`src/rtl/ama_riscv_mul_pipe_pkg.sv`:
```
// Shared types for the pipelined multiplier: op encoding, register-file
// address type, partial-product bundle and the paired-destination helper.
package ama_riscv_mul_pipe_pkg;

  localparam int XLEN = 32;
  localparam int PP_W = 34;  // signed 17x17 product width

  typedef logic [4:0] rf_addr_t;

  typedef enum logic [2:0] {
    MUL    = 3'd0,
    MULH   = 3'd1,
    MULHSU = 3'd2,
    MULHU  = 3'd3,
    MUL_P  = 3'd4
  } mul_op_t;

  // [0]=lo*lo, [1]=lo*hi, [2]=hi*lo, [3]=hi*hi (a-half first)
  typedef logic [3:0][PP_W-1:0] pp_t;

  // Paired destination of a widening op is always the odd register of the pair
  function automatic rf_addr_t get_rdp(rf_addr_t rd);
    return rd | 5'd1;
  endfunction

endpackage

```
`src/rtl/ama_riscv_mul_pipe_if.sv`:
```
// EXE-side request and MEM/WBK-side status/result bundle of the multiplier.
interface ama_riscv_mul_pipe_if;
  import ama_riscv_mul_pipe_pkg::*;

  logic             en;
  logic             flush_exe;
  logic             valid_exe;
  mul_op_t          mul_op_exe;
  logic [XLEN-1:0]  a_exe;
  logic [XLEN-1:0]  b_exe;
  rf_addr_t         rd_exe;

  logic             mult_inst_mem;
  rf_addr_t         rd_mem;
  logic             rd_we_mem;
  logic             rdp_we_mem;
  rf_addr_t         rd_wbk;
  logic             rd_we_wbk;
  logic             rdp_we_wbk;
  logic [XLEN-1:0]  res_wbk;
  logic [XLEN-1:0]  resp_wbk;

  modport master (
    output en, flush_exe, valid_exe, mul_op_exe, a_exe, b_exe, rd_exe,
    input  mult_inst_mem, rd_mem, rd_we_mem, rdp_we_mem,
           rd_wbk, rd_we_wbk, rdp_we_wbk, res_wbk, resp_wbk
  );

  modport slave (
    input  en, flush_exe, valid_exe, mul_op_exe, a_exe, b_exe, rd_exe,
    output mult_inst_mem, rd_mem, rd_we_mem, rdp_we_mem,
           rd_wbk, rd_we_wbk, rdp_we_wbk, res_wbk, resp_wbk
  );

endinterface

```
`src/rtl/ama_riscv_mul_pp.sv`:
```
// Combinational 33x33 partial-product generator. Each operand is extended
// to 33b per op signedness, then split into a signed 17b upper half and a
// zero-extended 16b lower half, giving four signed 17x17 products.
module ama_riscv_mul_pp
  import ama_riscv_mul_pipe_pkg::*;
(
  input  logic [XLEN-1:0] a,
  input  logic [XLEN-1:0] b,
  input  mul_op_t         op,
  output pp_t             pp
);

  logic                   sa, sb;
  logic signed [PP_W-1:0] al, ah, bl, bh;

  // rs1 is signed for everything but MULHU; rs2 only for MUL/MULH/MUL_P
  always_comb begin
    sa = (op != MULHU);
    sb = (op == MUL) || (op == MULH) || (op == MUL_P);
  end

  assign al = $signed({18'b0, a[15:0]});
  assign bl = $signed({18'b0, b[15:0]});
  assign ah = $signed({{18{sa & a[31]}}, a[31:16]});
  assign bh = $signed({{18{sb & b[31]}}, b[31:16]});

  // Every true product fits in 34 signed bits, so truncation is exact
  assign pp[0] = al * bl;
  assign pp[1] = al * bh;
  assign pp[2] = ah * bl;
  assign pp[3] = ah * bh;

endmodule

```
`src/rtl/ama_riscv_mul_pipe.sv`:
```
// 2-cycle pipelined multiplier spanning EXE->MEM->WBK. Partial products are
// registered into MEM, summed and selected into WBK. A mult in MEM is never
// forwarded, so only destination/we info is exposed from MEM.
module ama_riscv_mul_pipe
  import ama_riscv_mul_pipe_pkg::*;
(
  input logic                 clk,
  input logic                 rst_n,
  ama_riscv_mul_pipe_if.slave bus
);

  pp_t             pp_exe, pp_mem;
  logic            valid_mem;
  mul_op_t         op_mem;
  rf_addr_t        rd_mem_q;
  logic            rd_we_mem_c, rdp_we_mem_c;
  logic [63:0]     prod;

  rf_addr_t        rd_wbk_q;
  logic            rd_we_wbk_q, rdp_we_wbk_q;
  logic [XLEN-1:0] res_wbk_q, resp_wbk_q;

  ama_riscv_mul_pp u_pp (
    .a  (bus.a_exe),
    .b  (bus.b_exe),
    .op (bus.mul_op_exe),
    .pp (pp_exe)
  );

  // EXE->MEM stage register; flush kills the MEM valid even while stalled
  always_ff @(posedge clk or negedge rst_n) begin
    if (!rst_n) begin
      valid_mem <= 1'b0;
      op_mem    <= MUL;
      rd_mem_q  <= '0;
      pp_mem    <= '0;
    end else begin
      if (bus.flush_exe)  valid_mem <= 1'b0;
      else if (bus.en)    valid_mem <= bus.valid_exe;
      if (bus.en) begin
        op_mem   <= bus.mul_op_exe;
        rd_mem_q <= bus.rd_exe;
        pp_mem   <= pp_exe;
      end
    end
  end

  // MEM-stage write enables; rdp only exists for an even, non-x0 rd
  always_comb begin
    rd_we_mem_c  = valid_mem && (rd_mem_q != '0);
    rdp_we_mem_c = rd_we_mem_c && (op_mem == MUL_P) && (get_rdp(rd_mem_q) != rd_mem_q);
  end

  // 66b sum of shifted partial products, kept modulo 2^64
  always_comb begin
    prod = 64'({pp_mem[3], 32'b0})
         + 64'({{16{pp_mem[2][PP_W-1]}}, pp_mem[2], 16'b0})
         + 64'({{16{pp_mem[1][PP_W-1]}}, pp_mem[1], 16'b0})
         + 64'({{32{pp_mem[0][PP_W-1]}}, pp_mem[0]});
  end

  // MEM->WBK stage register: result select and write-enable hand-off
  always_ff @(posedge clk or negedge rst_n) begin
    if (!rst_n) begin
      rd_wbk_q     <= '0;
      rd_we_wbk_q  <= 1'b0;
      rdp_we_wbk_q <= 1'b0;
      res_wbk_q    <= '0;
      resp_wbk_q   <= '0;
    end else if (bus.en) begin
      rd_wbk_q     <= rd_mem_q;
      rd_we_wbk_q  <= rd_we_mem_c;
      rdp_we_wbk_q <= rdp_we_mem_c;
      res_wbk_q    <= ((op_mem == MUL) || (op_mem == MUL_P)) ? prod[31:0] : prod[63:32];
      resp_wbk_q   <= (op_mem == MUL_P) ? prod[63:32] : '0;
    end
  end

  assign bus.mult_inst_mem = valid_mem;
  assign bus.rd_mem        = rd_mem_q;
  assign bus.rd_we_mem     = rd_we_mem_c;
  assign bus.rdp_we_mem    = rdp_we_mem_c;
  assign bus.rd_wbk        = rd_wbk_q;
  assign bus.rd_we_wbk     = rd_we_wbk_q;
  assign bus.rdp_we_wbk    = rdp_we_wbk_q;
  assign bus.res_wbk       = res_wbk_q;
  assign bus.resp_wbk      = resp_wbk_q;

endmodule

```
`src/flat_wrapper.sv`:
```
// flat-port wrapper written by rule: the top's interface ports become plain ports
module ama_riscv_mul_pipe_flat import ama_riscv_mul_pipe_pkg::*;
  (clk, rst_n, bus_en, bus_flush_exe, bus_valid_exe, bus_mul_op_exe, bus_a_exe, bus_b_exe, bus_rd_exe, bus_mult_inst_mem, bus_rd_mem, bus_rd_we_mem, bus_rdp_we_mem, bus_rd_wbk, bus_rd_we_wbk, bus_rdp_we_wbk, bus_res_wbk, bus_resp_wbk);
  ama_riscv_mul_pipe_if bus_i ();
  input logic clk;
  input logic rst_n;
  input wire logic [$bits(bus_i.en)-1:0] bus_en;
  input wire logic [$bits(bus_i.flush_exe)-1:0] bus_flush_exe;
  input wire logic [$bits(bus_i.valid_exe)-1:0] bus_valid_exe;
  input wire logic [$bits(bus_i.mul_op_exe)-1:0] bus_mul_op_exe;
  input wire logic [$bits(bus_i.a_exe)-1:0] bus_a_exe;
  input wire logic [$bits(bus_i.b_exe)-1:0] bus_b_exe;
  input wire logic [$bits(bus_i.rd_exe)-1:0] bus_rd_exe;
  output wire logic [$bits(bus_i.mult_inst_mem)-1:0] bus_mult_inst_mem;
  output wire logic [$bits(bus_i.rd_mem)-1:0] bus_rd_mem;
  output wire logic [$bits(bus_i.rd_we_mem)-1:0] bus_rd_we_mem;
  output wire logic [$bits(bus_i.rdp_we_mem)-1:0] bus_rdp_we_mem;
  output wire logic [$bits(bus_i.rd_wbk)-1:0] bus_rd_wbk;
  output wire logic [$bits(bus_i.rd_we_wbk)-1:0] bus_rd_we_wbk;
  output wire logic [$bits(bus_i.rdp_we_wbk)-1:0] bus_rdp_we_wbk;
  output wire logic [$bits(bus_i.res_wbk)-1:0] bus_res_wbk;
  output wire logic [$bits(bus_i.resp_wbk)-1:0] bus_resp_wbk;
  assign bus_i.en = bus_en;
  assign bus_i.flush_exe = bus_flush_exe;
  assign bus_i.valid_exe = bus_valid_exe;
  assign bus_i.mul_op_exe = bus_mul_op_exe;
  assign bus_i.a_exe = bus_a_exe;
  assign bus_i.b_exe = bus_b_exe;
  assign bus_i.rd_exe = bus_rd_exe;
  assign bus_mult_inst_mem = bus_i.mult_inst_mem;
  assign bus_rd_mem = bus_i.rd_mem;
  assign bus_rd_we_mem = bus_i.rd_we_mem;
  assign bus_rdp_we_mem = bus_i.rdp_we_mem;
  assign bus_rd_wbk = bus_i.rd_wbk;
  assign bus_rd_we_wbk = bus_i.rd_we_wbk;
  assign bus_rdp_we_wbk = bus_i.rdp_we_wbk;
  assign bus_res_wbk = bus_i.res_wbk;
  assign bus_resp_wbk = bus_i.resp_wbk;
  ama_riscv_mul_pipe u_core (.clk(clk), .rst_n(rst_n), .bus(bus_i));
endmodule
```
`config.mk`:
```
export PLATFORM = sky130hd
export DESIGN_NAME = ama_riscv_mul_pipe_flat
export DESIGN_NICKNAME = d
export VERILOG_FILES = /design/src/rtl/ama_riscv_mul_pipe_pkg.sv /design/src/rtl/ama_riscv_mul_pipe_if.sv /design/src/rtl/ama_riscv_mul_pp.sv /design/src/rtl/ama_riscv_mul_pipe.sv /design/src/flat_wrapper.sv
export SDC_FILE = /design/constraint.sdc
export NUM_CORES = 2
export LEC_CHECK = 0
export CAP_MARGIN = 0
export CORE_UTILIZATION = 30
export CTS_CLUSTER_SIZE = 8
export DETAILED_ROUTE_END_ITERATION = 12
export DONT_BUFFER_PORTS = 1
export HOLD_SLACK_MARGIN = 0.12
export PLACE_DENSITY_LB_ADDON = 0.12
export SYNTH_ARGS = -nofsm -noshare
export SYNTH_HDL_FRONTEND = slang
export SYNTH_HIERARCHICAL = 1
export SYNTH_SLANG_ARGS = --single-unit
```
`constraint.sdc`:
```
create_clock -name clk -period 11.6 [get_ports clk]
set_input_delay 2.32 -clock clk [delete_from_list [all_inputs] [get_ports clk]]
set_output_delay 2.32 -clock clk [all_outputs]
set_load 0.02 [all_outputs]
```
Yosys cells after proc, flatten, opt, wreduce, memory -nomap -nowiden. Cells that the tools add are included.

Flip-flop bits (word level): 214. Bits of input ports: 77. Word-level logic and storage cells: 40. Output and inout bits: 79.

$add $sub $neg: 3. Mux-type cells: 4. Reductions and logical operators: 10. Equal/unequal tests: 4. Multiply operators: 4. Bitwise logic cells: 3.

Operators by type and width (count): adder 64 bit (3); multiplier 17 x 17 -> 34 bit (2); 2-to-1 mux 32 bit (2); multiplier 16 x 16 -> 32 bit (1); multiplier 17 x 17 -> 32 bit (1); == test 3 bit, second input constant (2); logical NOT 3 bit (2); nonzero test 5 bit (1); == test 3 x 1 -> 1 bit, second input constant (1); logical AND 1 bit (3); logical OR 1 bit (3); inequality test 3 x 2 -> 1 bit, second input constant (1); bitwise AND 1 bit (2); 2-to-1 mux 1 bit (2); nonzero test 2 bit (1); NOT 1 bit (1).

Depth between registers and ports, before layout.
Depth in word-level cells: 5. Gate-level depth with buffers: 27.

Cells and area by module. The synthesis kept the hierarchy.

Modules (own cells, without submodules): ama_riscv_mul_pp (cells each 4383, instances 1, area an instance 38901.1 µm²); ama_riscv_mul_pipe (cells each 1322, instances 1, area an instance 12778.5 µm²).

Least setup slack after synthesis. No wires, ideal clock.

Path kind: input to register. Start point: in bus_b_exe[18]. End point: reg u_core/pp_mem[66] in the netlist's numbering. Arrival: 8.262 ns. Required time: 11.517 ns. Setup time: 0.083 ns. Stages: 26. Setup slack: 3.255 ns. Path buffers: 1. Path through: clkbuf_1 nand2_1 fa_1 inv_1 fa_1 inv_1 fa_1 inv_1 fa_1 inv_1 fa_1 inv_1 fa_1 ha_1 a21oi_1 o22ai_1 o21a_1 or3_1 o21a_2 a2111oi_4 o211ai_1 a31o_1 a21oi_2 xnor2_1 nand2_1 o21ai_0.

RTL lines: start: declaration (line flat_wrapper.sv:12) `input wire logic [$bits(bus_i.b_exe)-1:0] bus_b_exe;`; end signal: assignment (line ama_riscv_mul_pipe.sv:43) `pp_mem <= pp_exe;`; end: declaration (line ama_riscv_mul_pipe.sv:12) `pp_t pp_exe, pp_mem;`.

==> impl.org <==
** Clock tree
- Clock H-tree levels :: 2
- Number of hold buffers added after CTS :: 0
- Post_cts resized :: 0
- The longest clock path from root to sink contains 3 buffers.
- For the worst-skew pair, the clock arrives at the later sink with an insertion delay of 0.59 ns.
- Clock tree synthesis found a total of 214 sinks.
- The root buffer cell chosen for the clock tree is sky130_fd_sc_hd__clkbuf_16.
- Clock-pin slew of the registers on the worst-case setup and hold paths :: 0.05 ns
- TritonCTS Buffers :: 36
- Post-CTS setup buffers :: 0
- TritonCTS clock tree :: yes

** Timing
- Measured against its own limit, the worst slew margin works out to 33.3%.
- Min Tclk post-route :: 8.76 ns
- Static timing analysis puts the maximum clock frequency at 114 MHz.
- Slew of the pin with the lowest slew margin :: 1.00 ns
- RSZ-0062 raised after global routing :: false
- Setup violations remaining at the end of the flow were counted as 0.
- Maximum clock skew at final layout :: 0.0269 ns
- Final hold vios :: 0
- Adding up every negative setup slack in the final design gives 0 ns.
- Slew Limit Fails :: 0
- Final period util :: 75.5%

** Setup path
- Critical path class :: input port to register
- Data on the critical path arrives at its endpoint at 9.23 ns.
- In this run the worst path has a maximum fanout of 17.
- Required time worst endpoint :: 12.07 ns
- Launching element type of the critical path :: input port
- Critical Path Sink Type :: register

** Yosys
- Synth Warn # :: 6
- In this run the mean area of a mapped cell was 9.06 um^2.
- Synthesis handed over a netlist of 5666 instances.
- Netlist Area Pre-Place :: 51300 um^2

** Drt
- For this run, design rule violations remaining after detail routing come to 0.
- TritonRoute pass-1 iters :: 5
- The first routing iteration left 1645 violations.
- The detail route stage leaves a number of antenna-violating nets equal to 0.
- Final routed wirelength across all metal layers :: 157000 um
- Average vias per placed instance :: 4.67
- Total number of vias :: 35900
- Routed wire length per instance :: 20.4 um

** Die
- Floorplan die area :: 173000 um^2
- In this run the standard cell core region covers 170000 um^2.
- In this run the horizontal extent of the chip is 416 um.
- Starting density of the core :: 30.3%
- Top-level I/O count :: 156
- From bottom edge to top edge, the die measures 416 um.
- The initialized floorplan defines 151 standard-cell rows.

** Status
- The flow ran to the end, and the final reports show no timing, DRC or antenna violations.

** Layout
- The layout has 17900 filler cells.
- The count of cells in the finished layout, fillers not included, comes to 7670.
- Area taken by flip-flops and latches :: 5360 um^2
- For this run, the post-layout net count is 7016.
- Relative to the synthesized area, the layout overhead comes to 5.55%.
- Of the cells placed in the final design, the portion with a size suffix greater than 1 is 2.90%.
- Summing all multi-input logic gate instances after layout gives 40100 um^2.

** Placement
- Gpl congestion :: 0.798
- HPWL after DPL :: 119000 um
- Count of buffers from port buffering :: 0
- Cells after DPL :: 7618

** Run
- Max-cap violations in this run came to 0.

** GRT
- Wire length of the first global-routing pass :: 245000 um
- Number of antenna violations at the first check in global routing :: 10
- Overall overflow remaining after global route :: 0
- Total global routing track utilization :: 18.4%
- The via count of the first global-routing pass is 40000.
- Entering global routing, the biggest net connects 330 pins.

** Min path
- The path class of the tightest hold or removal check is register to register.
-- layout by cell type (no fill, tap or decap), types with 4 or more instances in the layout --
cell                           n
sky130_fd_sc_hd__a21oi_1     169
sky130_fd_sc_hd__o21bai_1     20
sky130_fd_sc_hd__o211ai_1      7
sky130_fd_sc_hd__and2_1      495
sky130_fd_sc_hd__nor2_1      130
sky130_fd_sc_hd__or3_1         5
sky130_fd_sc_hd__a21o_1       78
sky130_fd_sc_hd__nand3_1      23
sky130_fd_sc_hd__o21ai_0     171
sky130_fd_sc_hd__o2bb2ai_1    18
sky130_fd_sc_hd__nor2b_1      19
sky130_fd_sc_hd__o22ai_1       4
sky130_fd_sc_hd__ha_1        463
sky130_fd_sc_hd__o221ai_1      5
sky130_fd_sc_hd__o31ai_1       7
sky130_fd_sc_hd__clkinv_2      4
sky130_fd_sc_hd__nand2_1     767
sky130_fd_sc_hd__clkbuf_16    36
sky130_fd_sc_hd__mux2_2       52
sky130_fd_sc_hd__xnor2_1     103
sky130_fd_sc_hd__xor2_1       47
sky130_fd_sc_hd__and3_1       15
sky130_fd_sc_hd__a2111oi_2     5
sky130_fd_sc_hd__or2_2        16
sky130_fd_sc_hd__mux2i_1       5
sky130_fd_sc_hd__dfrtp_1     214
sky130_fd_sc_hd__nand2b_1     15
sky130_fd_sc_hd__a31oi_1      15
sky130_fd_sc_hd__o21a_1       30
sky130_fd_sc_hd__fa_1       1038
sky130_fd_sc_hd__or4_1         5
sky130_fd_sc_hd__inv_1      1290
sky130_fd_sc_hd__nand4_1      29
sky130_fd_sc_hd__buf_4         5
sky130_fd_sc_hd__a21boi_0      6
sky130_fd_sc_hd__nor3_1       27
sky130_fd_sc_hd__o21ai_1       6
sky130_fd_sc_hd__a211oi_1     14
-- layout make-up --
class | count | share of cell area [%]
multi-input combinational | 3891 | 74.0
sequential | 214 | 9.89
inverter | 1290 | 8.94
tap | 2218 | 5.12
clock buffer | 39 | 1.72
clock inverter | 11 | 0.300
timing repair buffer | 5 | 0.0693
antenna | 2 | 0.00924
-- flip-flops by register name (all words and copies together), names as in the netlist, 3 cells and up --
| register | count |
|---|---|
| u_core/bus.rd_mem | 5 |
| u_core/bus.rd_wbk | 5 |
| u_core/bus.resp_wbk | 32 |
| u_core/pp_mem | 134 |
| u_core/bus.res_wbk | 32 |
| u_core/op_mem | 3 |
-- metal layers --
layer | up-vias | GRT usage, % | share of wire, %
met2 | 580 | 30.2 | 46
li1 | 16500 | - | -
met5 | - | 0 | 0.024
met3 | 100 | 2.59 | 4.2
met4 | 6 | 2.51 | 1.1
met1 | 18600 | 26.3 | 49
-- metrics by stage --
step                      instance area, um^2  util, %  setup WS, ns  hold WS (ns)
after floorplan                         51300        -          3.26         0.481
after global placement                  53100     31.3          2.23         0.504
after detailed placement                53100     31.3          2.23         0.507
after CTS                               54200     31.9          2.82         0.519
after global routing                    54200     31.9          2.40         0.535
final                                   54200     31.9          2.84         0.513
-- critical path, stage by stage --
cell	delay, ns
sky130_fd_sc_hd__nand2_1	0.22
sky130_fd_sc_hd__o21a_1	0.61
sky130_fd_sc_hd__buf_4	0.35
sky130_fd_sc_hd__nand2_1	0.13
sky130_fd_sc_hd__inv_1	0.13
sky130_fd_sc_hd__fa_1	0.49
sky130_fd_sc_hd__fa_1	0.52
sky130_fd_sc_hd__inv_1	0.31
sky130_fd_sc_hd__fa_1	0.51
sky130_fd_sc_hd__fa_1	0.57
sky130_fd_sc_hd__fa_1	0.44
sky130_fd_sc_hd__fa_1	0.49
sky130_fd_sc_hd__inv_1	0.04
sky130_fd_sc_hd__ha_1	0.33
sky130_fd_sc_hd__and4_1	0.22
sky130_fd_sc_hd__nand2_1	0.05
sky130_fd_sc_hd__a21boi_0	0.35
sky130_fd_sc_hd__o211ai_1	0.14
sky130_fd_sc_hd__nand2_1	0.12
sky130_fd_sc_hd__a2111oi_2	0.06
sky130_fd_sc_hd__or4_1	0.52
sky130_fd_sc_hd__o211ai_1	0.09
sky130_fd_sc_hd__nand2_1	0.07
sky130_fd_sc_hd__o21ai_0	0.10
-- final timing paths --
check | startpoint | slack [ns] | depth (start not counted) | end
min reg2reg | u_core/pp_mem[1]$_DFFE_PN0P_ | 0.51 | 1 | u_core/pp_mem[1]$_DFFE_PN0P_
min in group asynchronous | rst_n | 1.44 | 0 | u_core/pp_mem[15]$_DFFE_PN0P_
max reg2reg | u_core/pp_mem[101]$_DFFE_PN0P_ | 6.76 | 10 | u_core/bus.res_wbk[31]$_DFFE_PN0P_
max in group asynchronous | rst_n | 9.76 | 0 | u_core/bus.rd_wbk[1]$_DFFE_PN0P_
max | bus_mul_op_exe[0] | 2.84 | 24 | u_core/pp_mem[100]$_DFFE_PN0P_
min | u_core/pp_mem[1]$_DFFE_PN0P_ | 0.51 | 1 | u_core/pp_mem[1]$_DFFE_PN0P_
Power is left out: the tool's default activity adds up to more than one toggle a clock period on the data nets, which glitch-free logic cannot reach.
